===== src/rtl/id_ex_operand_stage_if.sv =====
// Decode/regfile/EX/MEM signal bundle for id_ex_operand_stage.
// The slave modport is the stage itself; the master modport is whatever drives it.
interface id_ex_operand_stage_if #(
    parameter int XLEN    = 32,
    parameter int RADDR_W = 5
);
  logic               in_valid;
  logic               in_ready;
  logic [RADDR_W-1:0] in_rs1;
  logic [RADDR_W-1:0] in_rs2;
  logic               in_use_rs1;
  logic               in_use_rs2;
  logic [RADDR_W-1:0] in_rd;
  logic               in_rd_we;
  logic               in_is_load;
  logic [XLEN-1:0]    in_pc;
  logic [RADDR_W-1:0] rf_src_a;
  logic [RADDR_W-1:0] rf_src_b;
  logic [XLEN-1:0]    rf_reg_a;
  logic [XLEN-1:0]    rf_reg_b;
  logic [XLEN-1:0]    ex_result;
  logic               mem_valid;
  logic               mem_rd_we;
  logic [RADDR_W-1:0] mem_rd;
  logic [XLEN-1:0]    mem_result;
  logic               ex_stall;
  logic               flush;
  logic               out_valid;
  logic [XLEN-1:0]    out_rs1_val;
  logic [XLEN-1:0]    out_rs2_val;
  logic [RADDR_W-1:0] out_rd;
  logic               out_rd_we;
  logic               out_is_load;
  logic [XLEN-1:0]    out_pc;
  logic [31:0]        perf_load_use_cnt;
  logic [31:0]        perf_flush_cnt;

  modport slave (
    input  in_valid, in_rs1, in_rs2, in_use_rs1, in_use_rs2, in_rd, in_rd_we,
           in_is_load, in_pc, rf_reg_a, rf_reg_b, ex_result, mem_valid,
           mem_rd_we, mem_rd, mem_result, ex_stall, flush,
    output in_ready, rf_src_a, rf_src_b, out_valid, out_rs1_val, out_rs2_val,
           out_rd, out_rd_we, out_is_load, out_pc, perf_load_use_cnt, perf_flush_cnt
  );

  modport master (
    output in_valid, in_rs1, in_rs2, in_use_rs1, in_use_rs2, in_rd, in_rd_we,
           in_is_load, in_pc, rf_reg_a, rf_reg_b, ex_result, mem_valid,
           mem_rd_we, mem_rd, mem_result, ex_stall, flush,
    input  in_ready, rf_src_a, rf_src_b, out_valid, out_rs1_val, out_rs2_val,
           out_rd, out_rd_we, out_is_load, out_pc, perf_load_use_cnt, perf_flush_cnt
  );
endinterface


===== src/rtl/id_ex_operand_stage.sv =====
// ID/EX operand stage: EX/MEM forwarding, load-use bubble, ID/EX pipeline register.
// Optional HAZARD_PERF_EN macro adds load-use and flush event counters.
module id_ex_operand_stage #(
    parameter int XLEN    = 32,
    parameter int RADDR_W = 5
) (
    input logic                  clk,
    input logic                  rst,
    id_ex_operand_stage_if.slave io_bus
);
  logic               w_load_use;
  logic               w_ex_fwd;
  logic               w_mem_fwd;
  logic [XLEN-1:0]    w_op_a;
  logic [XLEN-1:0]    w_op_b;
  logic               r_valid;
  logic               r_rd_we;
  logic               r_is_load;
  logic [RADDR_W-1:0] r_rd;
  logic [XLEN-1:0]    r_pc;
  logic [XLEN-1:0]    r_rs1_val;
  logic [XLEN-1:0]    r_rs2_val;

  // x0 is hardwired; the younger EX producer beats the older MEM producer.
  function automatic logic [XLEN-1:0] f_select(
      input logic [RADDR_W-1:0] idx,
      input logic [XLEN-1:0]    rf_val,
      input logic               ex_fwd,
      input logic [RADDR_W-1:0] ex_rd,
      input logic [XLEN-1:0]    ex_val,
      input logic               mem_fwd,
      input logic [RADDR_W-1:0] mem_rd,
      input logic [XLEN-1:0]    mem_val
  );
    logic [XLEN-1:0] v;
    if (idx == {RADDR_W{1'b0}}) begin
      v = {XLEN{1'b0}};
    end else if (ex_fwd && (ex_rd == idx)) begin
      v = ex_val;
    end else if (mem_fwd && (mem_rd == idx)) begin
      v = mem_val;
    end else begin
      v = rf_val;
    end
    return v;
  endfunction

  // Hazard detection, operand resolution and decode handshake.
  always_comb begin
    w_ex_fwd   = r_valid & r_rd_we & ~r_is_load;
    w_mem_fwd  = io_bus.mem_valid & io_bus.mem_rd_we;
    w_load_use = io_bus.in_valid & r_valid & r_is_load & r_rd_we &
                 (r_rd != {RADDR_W{1'b0}}) &
                 ((io_bus.in_use_rs1 & (io_bus.in_rs1 == r_rd)) |
                  (io_bus.in_use_rs2 & (io_bus.in_rs2 == r_rd)));
    w_op_a = f_select(io_bus.in_rs1, io_bus.rf_reg_a, w_ex_fwd, r_rd, io_bus.ex_result,
                      w_mem_fwd, io_bus.mem_rd, io_bus.mem_result);
    w_op_b = f_select(io_bus.in_rs2, io_bus.rf_reg_b, w_ex_fwd, r_rd, io_bus.ex_result,
                      w_mem_fwd, io_bus.mem_rd, io_bus.mem_result);
  end

  assign io_bus.in_ready = ~io_bus.ex_stall & ~w_load_use;
  assign io_bus.rf_src_a = io_bus.in_rs1;
  assign io_bus.rf_src_b = io_bus.in_rs2;

  // ID/EX register: flush beats stall, stall beats the load-use bubble.
  always_ff @(posedge clk) begin
    if (rst) begin
      r_valid   <= 1'b0;
      r_rd_we   <= 1'b0;
      r_is_load <= 1'b0;
      r_rd      <= {RADDR_W{1'b0}};
      r_pc      <= {XLEN{1'b0}};
      r_rs1_val <= {XLEN{1'b0}};
      r_rs2_val <= {XLEN{1'b0}};
    end else if (io_bus.flush) begin
      r_valid <= 1'b0;
    end else if (!io_bus.ex_stall) begin
      if (w_load_use) begin
        r_valid <= 1'b0;
      end else begin
        r_valid   <= io_bus.in_valid;
        r_rd_we   <= io_bus.in_rd_we;
        r_is_load <= io_bus.in_is_load;
        r_rd      <= io_bus.in_rd;
        r_pc      <= io_bus.in_pc;
        r_rs1_val <= w_op_a;
        r_rs2_val <= w_op_b;
      end
    end
  end

  assign io_bus.out_valid   = r_valid;
  assign io_bus.out_rd_we   = r_rd_we;
  assign io_bus.out_is_load = r_is_load;
  assign io_bus.out_rd      = r_rd;
  assign io_bus.out_pc      = r_pc;
  assign io_bus.out_rs1_val = r_rs1_val;
  assign io_bus.out_rs2_val = r_rs2_val;

`ifdef HAZARD_PERF_EN
  logic [31:0] r_lu_cnt;
  logic [31:0] r_fl_cnt;

  // Event counters; both wrap naturally at 2^32.
  always_ff @(posedge clk) begin
    if (rst) begin
      r_lu_cnt <= 32'd0;
      r_fl_cnt <= 32'd0;
    end else begin
      if (!io_bus.flush && !io_bus.ex_stall && w_load_use) begin
        r_lu_cnt <= r_lu_cnt + 32'd1;
      end
      if (io_bus.flush && r_valid) begin
        r_fl_cnt <= r_fl_cnt + 32'd1;
      end
    end
  end

  assign io_bus.perf_load_use_cnt = r_lu_cnt;
  assign io_bus.perf_flush_cnt    = r_fl_cnt;
`else
  assign io_bus.perf_load_use_cnt = 32'd0;
  assign io_bus.perf_flush_cnt    = 32'd0;
`endif
endmodule


===== src/flat_wrapper.sv =====
// flat-port wrapper written by rule: the top's interface ports become plain ports
module id_ex_operand_stage_flat 
#(
    parameter int XLEN    = 32,
    parameter int RADDR_W = 5
)
  (clk, rst, io_bus_in_valid, io_bus_in_rs1, io_bus_in_rs2, io_bus_in_use_rs1, io_bus_in_use_rs2, io_bus_in_rd, io_bus_in_rd_we, io_bus_in_is_load, io_bus_in_pc, io_bus_rf_reg_a, io_bus_rf_reg_b, io_bus_ex_result, io_bus_mem_valid, io_bus_mem_rd_we, io_bus_mem_rd, io_bus_mem_result, io_bus_ex_stall, io_bus_flush, io_bus_in_ready, io_bus_rf_src_a, io_bus_rf_src_b, io_bus_out_valid, io_bus_out_rs1_val, io_bus_out_rs2_val, io_bus_out_rd, io_bus_out_rd_we, io_bus_out_is_load, io_bus_out_pc, io_bus_perf_load_use_cnt, io_bus_perf_flush_cnt);
  id_ex_operand_stage_if #(.XLEN(XLEN), .RADDR_W(RADDR_W)) io_bus_i ();
  input logic clk;
  input logic rst;
  input wire logic [$bits(io_bus_i.in_valid)-1:0] io_bus_in_valid;
  input wire logic [$bits(io_bus_i.in_rs1)-1:0] io_bus_in_rs1;
  input wire logic [$bits(io_bus_i.in_rs2)-1:0] io_bus_in_rs2;
  input wire logic [$bits(io_bus_i.in_use_rs1)-1:0] io_bus_in_use_rs1;
  input wire logic [$bits(io_bus_i.in_use_rs2)-1:0] io_bus_in_use_rs2;
  input wire logic [$bits(io_bus_i.in_rd)-1:0] io_bus_in_rd;
  input wire logic [$bits(io_bus_i.in_rd_we)-1:0] io_bus_in_rd_we;
  input wire logic [$bits(io_bus_i.in_is_load)-1:0] io_bus_in_is_load;
  input wire logic [$bits(io_bus_i.in_pc)-1:0] io_bus_in_pc;
  input wire logic [$bits(io_bus_i.rf_reg_a)-1:0] io_bus_rf_reg_a;
  input wire logic [$bits(io_bus_i.rf_reg_b)-1:0] io_bus_rf_reg_b;
  input wire logic [$bits(io_bus_i.ex_result)-1:0] io_bus_ex_result;
  input wire logic [$bits(io_bus_i.mem_valid)-1:0] io_bus_mem_valid;
  input wire logic [$bits(io_bus_i.mem_rd_we)-1:0] io_bus_mem_rd_we;
  input wire logic [$bits(io_bus_i.mem_rd)-1:0] io_bus_mem_rd;
  input wire logic [$bits(io_bus_i.mem_result)-1:0] io_bus_mem_result;
  input wire logic [$bits(io_bus_i.ex_stall)-1:0] io_bus_ex_stall;
  input wire logic [$bits(io_bus_i.flush)-1:0] io_bus_flush;
  output wire logic [$bits(io_bus_i.in_ready)-1:0] io_bus_in_ready;
  output wire logic [$bits(io_bus_i.rf_src_a)-1:0] io_bus_rf_src_a;
  output wire logic [$bits(io_bus_i.rf_src_b)-1:0] io_bus_rf_src_b;
  output wire logic [$bits(io_bus_i.out_valid)-1:0] io_bus_out_valid;
  output wire logic [$bits(io_bus_i.out_rs1_val)-1:0] io_bus_out_rs1_val;
  output wire logic [$bits(io_bus_i.out_rs2_val)-1:0] io_bus_out_rs2_val;
  output wire logic [$bits(io_bus_i.out_rd)-1:0] io_bus_out_rd;
  output wire logic [$bits(io_bus_i.out_rd_we)-1:0] io_bus_out_rd_we;
  output wire logic [$bits(io_bus_i.out_is_load)-1:0] io_bus_out_is_load;
  output wire logic [$bits(io_bus_i.out_pc)-1:0] io_bus_out_pc;
  output wire logic [$bits(io_bus_i.perf_load_use_cnt)-1:0] io_bus_perf_load_use_cnt;
  output wire logic [$bits(io_bus_i.perf_flush_cnt)-1:0] io_bus_perf_flush_cnt;
  assign io_bus_i.in_valid = io_bus_in_valid;
  assign io_bus_i.in_rs1 = io_bus_in_rs1;
  assign io_bus_i.in_rs2 = io_bus_in_rs2;
  assign io_bus_i.in_use_rs1 = io_bus_in_use_rs1;
  assign io_bus_i.in_use_rs2 = io_bus_in_use_rs2;
  assign io_bus_i.in_rd = io_bus_in_rd;
  assign io_bus_i.in_rd_we = io_bus_in_rd_we;
  assign io_bus_i.in_is_load = io_bus_in_is_load;
  assign io_bus_i.in_pc = io_bus_in_pc;
  assign io_bus_i.rf_reg_a = io_bus_rf_reg_a;
  assign io_bus_i.rf_reg_b = io_bus_rf_reg_b;
  assign io_bus_i.ex_result = io_bus_ex_result;
  assign io_bus_i.mem_valid = io_bus_mem_valid;
  assign io_bus_i.mem_rd_we = io_bus_mem_rd_we;
  assign io_bus_i.mem_rd = io_bus_mem_rd;
  assign io_bus_i.mem_result = io_bus_mem_result;
  assign io_bus_i.ex_stall = io_bus_ex_stall;
  assign io_bus_i.flush = io_bus_flush;
  assign io_bus_in_ready = io_bus_i.in_ready;
  assign io_bus_rf_src_a = io_bus_i.rf_src_a;
  assign io_bus_rf_src_b = io_bus_i.rf_src_b;
  assign io_bus_out_valid = io_bus_i.out_valid;
  assign io_bus_out_rs1_val = io_bus_i.out_rs1_val;
  assign io_bus_out_rs2_val = io_bus_i.out_rs2_val;
  assign io_bus_out_rd = io_bus_i.out_rd;
  assign io_bus_out_rd_we = io_bus_i.out_rd_we;
  assign io_bus_out_is_load = io_bus_i.out_is_load;
  assign io_bus_out_pc = io_bus_i.out_pc;
  assign io_bus_perf_load_use_cnt = io_bus_i.perf_load_use_cnt;
  assign io_bus_perf_flush_cnt = io_bus_i.perf_flush_cnt;
  id_ex_operand_stage #(.XLEN(XLEN), .RADDR_W(RADDR_W)) u_core (.clk(clk), .rst(rst), .io_bus(io_bus_i));
endmodule

===== config.mk =====
export PLATFORM = sky130hd
export DESIGN_NAME = id_ex_operand_stage_flat
export DESIGN_NICKNAME = d
export VERILOG_FILES = /design/src/rtl/id_ex_operand_stage_if.sv /design/src/rtl/id_ex_operand_stage.sv /design/src/flat_wrapper.sv
export SDC_FILE = /design/constraint.sdc
export NUM_CORES = 1
export LEC_CHECK = 0
export ABC_AREA = 1
export BUFFER_PORTS_ARGS = -buffer_cell sky130_fd_sc_hd__clkbuf_2
export CAP_MARGIN = 40
export CORE_AREA = 2 2 146 148
export CTS_CLUSTER_DIAMETER = 100
export CTS_CLUSTER_SIZE = 28
export DETAILED_ROUTE_END_ITERATION = 10
export DIE_AREA = 0 0 148 150
export PLACE_DENSITY = 0.66
export SETUP_SLACK_MARGIN = 0.2
export SYNTH_ARGS = -nofsm -noshare
export SYNTH_HDL_FRONTEND = slang
export SYNTH_SLANG_ARGS = --single-unit

===== constraint.sdc =====
create_clock -name clk -period 4.5 [get_ports clk]
set_input_delay 0 -clock clk [delete_from_list [all_inputs] [get_ports clk]]
set_output_delay 0 -clock clk [all_outputs]
set_load 0.01 [all_outputs]

# Word level (Yosys, flattened, before mapping)
# Cells that the tools add are included.
# op_classes
add_sub_neg	0
div_mod_pow	0
bitwise	16
eq_ne	6
n_lt_le_gt_ge	0
shift	0
muxes	7
multipliers	0
n_reduce_logical	9
# op_table
operator	n
two-way mux 32 bit	6
== test 5 bit	6
bitwise AND 1 bit	11
logical NOT 5 bit	2
nonzero test 5 bit	1
logical AND 1 bit	4
NOT 1 bit	4
AND reduction 3 bit	1
OR reduction 2 bit	1
two-way mux 1 bit	1
bitwise OR 1 bit	1
# word_totals
output_inout_bits	179
elab_cells	45
memories	0
input_bits	191
latch_bits	0
ram_bits	0
regBits	104
mem_bits_ro	0

# Depth between registers and ports, before layout
# logic_depth
word_depth	7
ltp_mapped	14
mapped_depth_nobuf	13

# Least setup slack after synthesis
# OpenSTA, ideal clock, no wires.
# synth_path
kind	register to register
start	register u_core.r_rd[2], in the netlist u_core.io_bus.out_rd[2]
end	register u_core.r_rs1_val[7], in the netlist u_core.io_bus.out_rs1_val[7]
synth_period_minus_slack_ns	1.628
path_stages_with_launch	13
n_path_buf	1
arrival_time_ns	1.516
setup_ns	0.112
slack_ns	2.872
required_time_ns	4.388
cell_sequence	dfxtp_1 -> inv_2 -> nand2_1 -> nand2_1 -> nor2_2 -> nand2_1 -> nor2_4 -> nand2_4 -> buf_2 -> o21ai_1 -> nor2_1 -> nor2_1 -> nor2_1
# synth_between
elab_chain_cells	6
elab_cells_between_ends	14
cone_classes	eq/ne: 3; mux: 2; bitwise: 6; reduce/logical: 3
# synth_lines
item	line	rtl
start, declared	id_ex_operand_stage.sv:19	logic [RADDR_W-1:0] r_rd;
start signal, assigned	id_ex_operand_stage.sv:72	r_rd <= {RADDR_W{1'b0}};
start signal, assigned	id_ex_operand_stage.sv:85	r_rd <= io_bus.in_rd;
== test 5 bit (on tied branches)	id_ex_operand_stage.sv:38, id_ex_operand_stage.sv:54, id_ex_operand_stage.sv:55	
bitwise AND 1 bit (on tied branches)	id_ex_operand_stage.sv:54, id_ex_operand_stage.sv:55	
bitwise OR 1 bit	id_ex_operand_stage.sv:54	((io_bus.in_use_rs1 & (io_bus.in_rs1 == r_rd)) |
bitwise AND 1 bit	id_ex_operand_stage.sv:53	(r_rd != {RADDR_W{1'b0}}) &
NOT 1 bit (no line)	-	
AND reduction 3 bit (no line)	-	
end signal, assigned	id_ex_operand_stage.sv:74	r_rs1_val <= {XLEN{1'b0}};
end signal, assigned	id_ex_operand_stage.sv:87	r_rs1_val <= w_op_a;
end, declared	id_ex_operand_stage.sv:21	logic [XLEN-1:0] r_rs1_val;
# Parallel ways exist; a longest one is shown, timed or not.
# A chain may end at the register's enable or synchronous reset.

# Worst setup path after layout
# layout_path
start	register u_core.r_rd[4], in the netlist u_core.io_bus.out_rd[4]
end	register u_core.r_pc[10], in the netlist u_core.io_bus.out_pc[10]
# layout_between
elab_chain_cells	6
elab_cells_between_ends	10
cone_classes	eq/ne: 2; bitwise: 6; reduce/logical: 2
# layout_lines
item	line	rtl
== test 5 bit (on tied branches)	id_ex_operand_stage.sv:54, id_ex_operand_stage.sv:55	
bitwise AND 1 bit (on tied branches)	id_ex_operand_stage.sv:54, id_ex_operand_stage.sv:55	
bitwise OR 1 bit	id_ex_operand_stage.sv:54	
bitwise AND 1 bit (*)	id_ex_operand_stage.sv:53	
NOT 1 bit (no line) (*)	-	
AND reduction 3 bit (no line) (*)	-	
end signal, assigned	id_ex_operand_stage.sv:73	r_pc <= {XLEN{1'b0}};
end signal, assigned	id_ex_operand_stage.sv:86	r_pc <= io_bus.in_pc;
end, declared	id_ex_operand_stage.sv:20	logic [XLEN-1:0] r_pc;
# Mark *: on every way between the ends. The rest lies on a longest branch, timed or not.

==> flow_metrics.py <==
metrics = {
    "outcome": {
        "status": "finished clean",
    },
    "setup_path": {
        "r2r_end": "u_core.io_bus.out_pc[10]$_SDFFE_PP0P_",
        "cp.buffers_inverters": 2,
        "crit_slowest_cell": "buf_4",
        "arrival_ns": 2.66,
        "worstPathMaxFanout": 64,
        "reg2reg_setup_slack_ns": 2.08,
        "cpPeakStageDelay_ns": 0.56,
        "r2r_start": "u_core.io_bus.out_rd[4]$_SDFFE_PP0P_",
        "cp.required_ns": 4.75,
        "start_kind": "flop",
        "critical_path.endpoint_type": "flop",
        "worst-setup-path-type": "flop to flop",
        "crit_cells": 12,
        "r2r_cells": 12,
        "critPathTopFamily": "simple AND/OR/NAND/NOR gates",
        "crit_path_frequent_cell": "nand2_1",
        "path_cells": "inv_1 > nand2_1 > nand2_1 > nor2_4 > nand4_1 > nand2_1 > nand2_1 > nand3_4 > buf_4 > nand2_1 > nand2_1 > nor2_1",
    },
    "placement": {
        "hpwlAfterDp_um": 17730,
        "port_buffers": 305,
        "dp.cells": 1768,
        "place_area_mm2": 0.008517,
        "dp_slack_ns": 2.140,
        "gp_congestion": 0.8557,
    },
    "floorplan": {
        "die_h_um": 150,
        "die-area_mm2": 0.02220,
        "io_pins": 370,
        "initial_core_util_pct": 34.98,
        "row_count": 53,
        "die_w_um": 148,
        "core_mm2": 0.02069,
    },
    "global_route": {
        "track_usage_pct": 21.32,
        "use_met2_pct": 36.11,
        "use_met3_pct": 3.841,
        "busiest_layer": "met2",
        "grt_pass1_wl_um": 37310,
        "globalRouteOverflowTotal": 0,
        "grt_pass1_vias": 7120,
        "gr-usage-met1_pct": 27.41,
        "grt_max_degree": 65,
        "antenna_found_initial": 0,
    },
    "sta": {
        "worst_slew_pin_slew_ns": 0.8246,
        "fin_setup_tns_ns": 0,
        "fmax_mhz": 413.9,
        "min_period_ns": 2.416,
        "finalCritPeriodShare_pct": 53.69,
        "final-setup-viol-count": 0,
        "worst_clock_skew_ns": 0.007719,
        "setup_ws_ns": 2.084,
        "drv_slew": 0,
        "maxSlewHeadroom_pct": 44.83,
        "final_hold_viol_count": 0,
        "rsz0062_at_grt": "false",
    },
    "route": {
        "drt-pass1-iter-count": 4,
        "wl_um": 24330,
        "vias": 7887,
        "dr.first_iter.drc_count": 465,
        "drc": 0,
        "vias_per_cell": 4.326,
        "ant_nets": 0,
        "wire_per_inst_um": 13.34,
    },
    "layout": {
        "n_antenna_cell": 0,
        "synthToLayoutAreaGrowth_pct": 27.32,
        "finalNetCount": 1736,
        "design_area_mm2": 0.009214,
        "final_cells": 1823,
        "layout-drive-gt1-share_pct": 23.97,
    },
    "power": {
        "cellPowerDensity_mw_per_mm2": 261.4,
        "peakVddDrop_mv": 0.1564,
        "net-switching-power_w": 0.0007456,
        "power_w": 0.002408,
        "p_int_w": 0.001663,
        "pwr-share-clk_pct": 33.3,
        "swShare_pct": 30.96,
        "combPwrFrac_pct": 24.4,
        "leakagePower_nw": 5.601,
        "p_seq_share_pct": 42.3,
    },
    "clocking": {
        "insertion_delay_ns": 0.35,
        "h-tree-depth": 3,
        "cts_buffers": 9,
        "cts_buffer_depth": 2,
        "cts.clk_slew.worst_paths_ns": 0.07,
        "hold_buffers": 41,
        "cts-root-buf": "clkbuf_16",
        "cts_tree": "built",
        "cts.sink_count": 104,
        "ctsResizeCount": 0,
        "cts_setup_buffers": 0,
    },
    "yosys": {
        "ys_warn_count": 0,
        "ys_top_cells_by_area": "dfxtp_1 29%, nand2_1 18%, nor2_1 13%, inv_1 11%, buf_4 9.0%",
        "synth.avg_cell_area_um2": 5.785,
        "synth_cell_types": 31,
        "syn_inst": 1251,
        "seq_area_frac_synth_pct": 28.77,
        "synth_edf_count": 0,
        "yosys.area.top_type_share_pct": 28.77,
        "synth-async-reset-ratio_pct": 0,
        "syn-cell-area_mm2": 0.007237,
        "yosysTopAreaCell": "dfxtp_1",
        "ys_ff_latch": 104,
        "synth_ff_type": "dfxtp_1",
    },
    "hold_path": {
        "hp-class": "input pin to flop",
        "whs_path_depth": 5,
        "hold_end": "u_core.io_bus.out_rs1_val[7]$_SDFFE_PP0P_",
        "hp-start": "io_bus_ex_result[7]",
    },
    "run": {
        "cap_violations": 0,
    },
}
==> worst max path at each step <==
stage	startpoint	end
floorplan	u_core.io_bus.out_rd[2]$_SDFFE_PP0P_	u_core.io_bus.out_rs1_val[7]$_SDFFE_PP0P_
global placement	u_core.io_bus.out_rd_we$_SDFFE_PP0P_	u_core.io_bus.out_rs1_val[30]$_SDFFE_PP0P_
detailed placement	u_core.io_bus.out_rd[4]$_SDFFE_PP0P_	u_core.io_bus.out_pc[19]$_SDFFE_PP0P_
CTS	u_core.io_bus.out_rd[4]$_SDFFE_PP0P_	u_core.io_bus.out_pc[19]$_SDFFE_PP0P_
global route	u_core.io_bus.out_rd[4]$_SDFFE_PP0P_	u_core.io_bus.out_pc[10]$_SDFFE_PP0P_
finish	u_core.io_bus.out_rd[4]$_SDFFE_PP0P_	u_core.io_bus.out_pc[10]$_SDFFE_PP0P_
==> flip-flops by register name, summed over array words and instances (netlist names) <==
register and count:
u_core.io_bus.out_pc 32, u_core.io_bus.out_rs1_val 32, u_core.io_bus.out_rs2_val 32, u_core.io_bus.out_rd 5
u_core.io_bus.out_is_load 1, u_core.io_bus.out_rd_we 1, u_core.io_bus.out_valid 1
==> cells by family (layout without fill, tap and decap cells) <==
logic type	Yosys count	count (layout)	share of synthesized area, %
xor gates and xnor gates	8	8	0.9682
and+or+nand+nor	655	655	36.12
DFF	104	104	28.77
AOI/OAI and AO/OA	136	136	10.20
other	1	64	0.05182
buffers and inverters	347	581	23.89
==> worst register-to-register path: cells and delay by family (launching register included) <==
family | cells | cell delay [ns]
simple gates | 10 | 1.22
buf+inv | 2 | 0.67
flops | 1 | 0.41
==> power by group through the flow <==
stage               Clock [W]  Sequential (W)  Combinational, W
floorplan                   0         0.00107          0.000345
global placement            0         0.00104          0.000552
detailed placement          0         0.00104          0.000557
CTS                  0.000829         0.00102          0.000589
global route         0.000858         0.00103          0.000665
finish               0.000801         0.00102          0.000588
==> cells in the mapped netlist (2+ instances only) <==
master    instances
nor2_4            2
xnor2_1           2
buf_2            16
nor2_1          248
nand4_1          15
nor2_2            5
nand3_2           2
o21ai_1          27
dfxtp_1         104
nand3_1          26
inv_2             5
nand2_2           9
inv_1           203
o21bai_1          2
buf_1             4
buf_4            87
nand2_1         341
xor2_1            6
a21oi_1          29
nor3_1            3
o21ai_2          14
clkbuf_1         20
buf_6            10
o21ai_0          64
==> placed cells by master, fill, tap and decap left out <==
master	synthesis	final
nand3_1	26	25
inv_1	203	203
nand3_2	2	2
inv_2	5	4
clkinv_2	0	2
o21ai_0	64	64
o21ai_1	27	27
o21bai_1	2	2
nand3b_1	1	1
xnor2_1	2	2
dfxtp_1	104	104
o21ai_2	14	14
clkbuf_16	0	9
nor3_1	3	3
nor2_4	2	2
clkinv_1	1	1
nand2_4	1	1
nand2_2	9	9
clkbuf_8	0	1
clkbuf_1	20	1
nand3_4	0	1
nand2_1	341	341
and2_4	1	1
xor2_1	6	6
nand4_1	15	15
buf_4	87	10
dlygate4sd3_1	0	41
bufinv_16	0	1
nor2_2	5	5
a21oi_1	29	29
buf_12	0	1
clkinv_4	1	2
or2_2	1	1
conb_1	1	64
nor2_1	248	248
clkbuf_2	0	305
==> final cells by class <==
| type | instances | area [um^2] |
|---|---|---|
| clock buffer | 11 | 242.7 |
| clock inverter | 3 | 43.79 |
| fill | 2257 | 11480 |
| inverter | 210 | 794.5 |
| multi-input combinational | 863 | 3675 |
| sequential | 104 | 2082 |
| tap | 275 | 344.1 |
| timing repair buffer | 357 | 2032 |
==> per-stage QoR <==
stage / util [%] / hold slack (ns)
after floorplan: - / 0.09177
after global placement: 41.03 / 0.2220
after detailed placement: 41.16 / 0.2284
after CTS: 44.53 / 0.02463
after global routing: 44.53 / 0.06457
final: 44.53 / 0.03812
==> layer usage <==
layer	share of wire, %	vias up
li1	-	4145
met1	43	3412
met2	48	290
met3	6.5	40
met4	2.5	0
met5	0	-
Power figures use the tool's default switching activity.
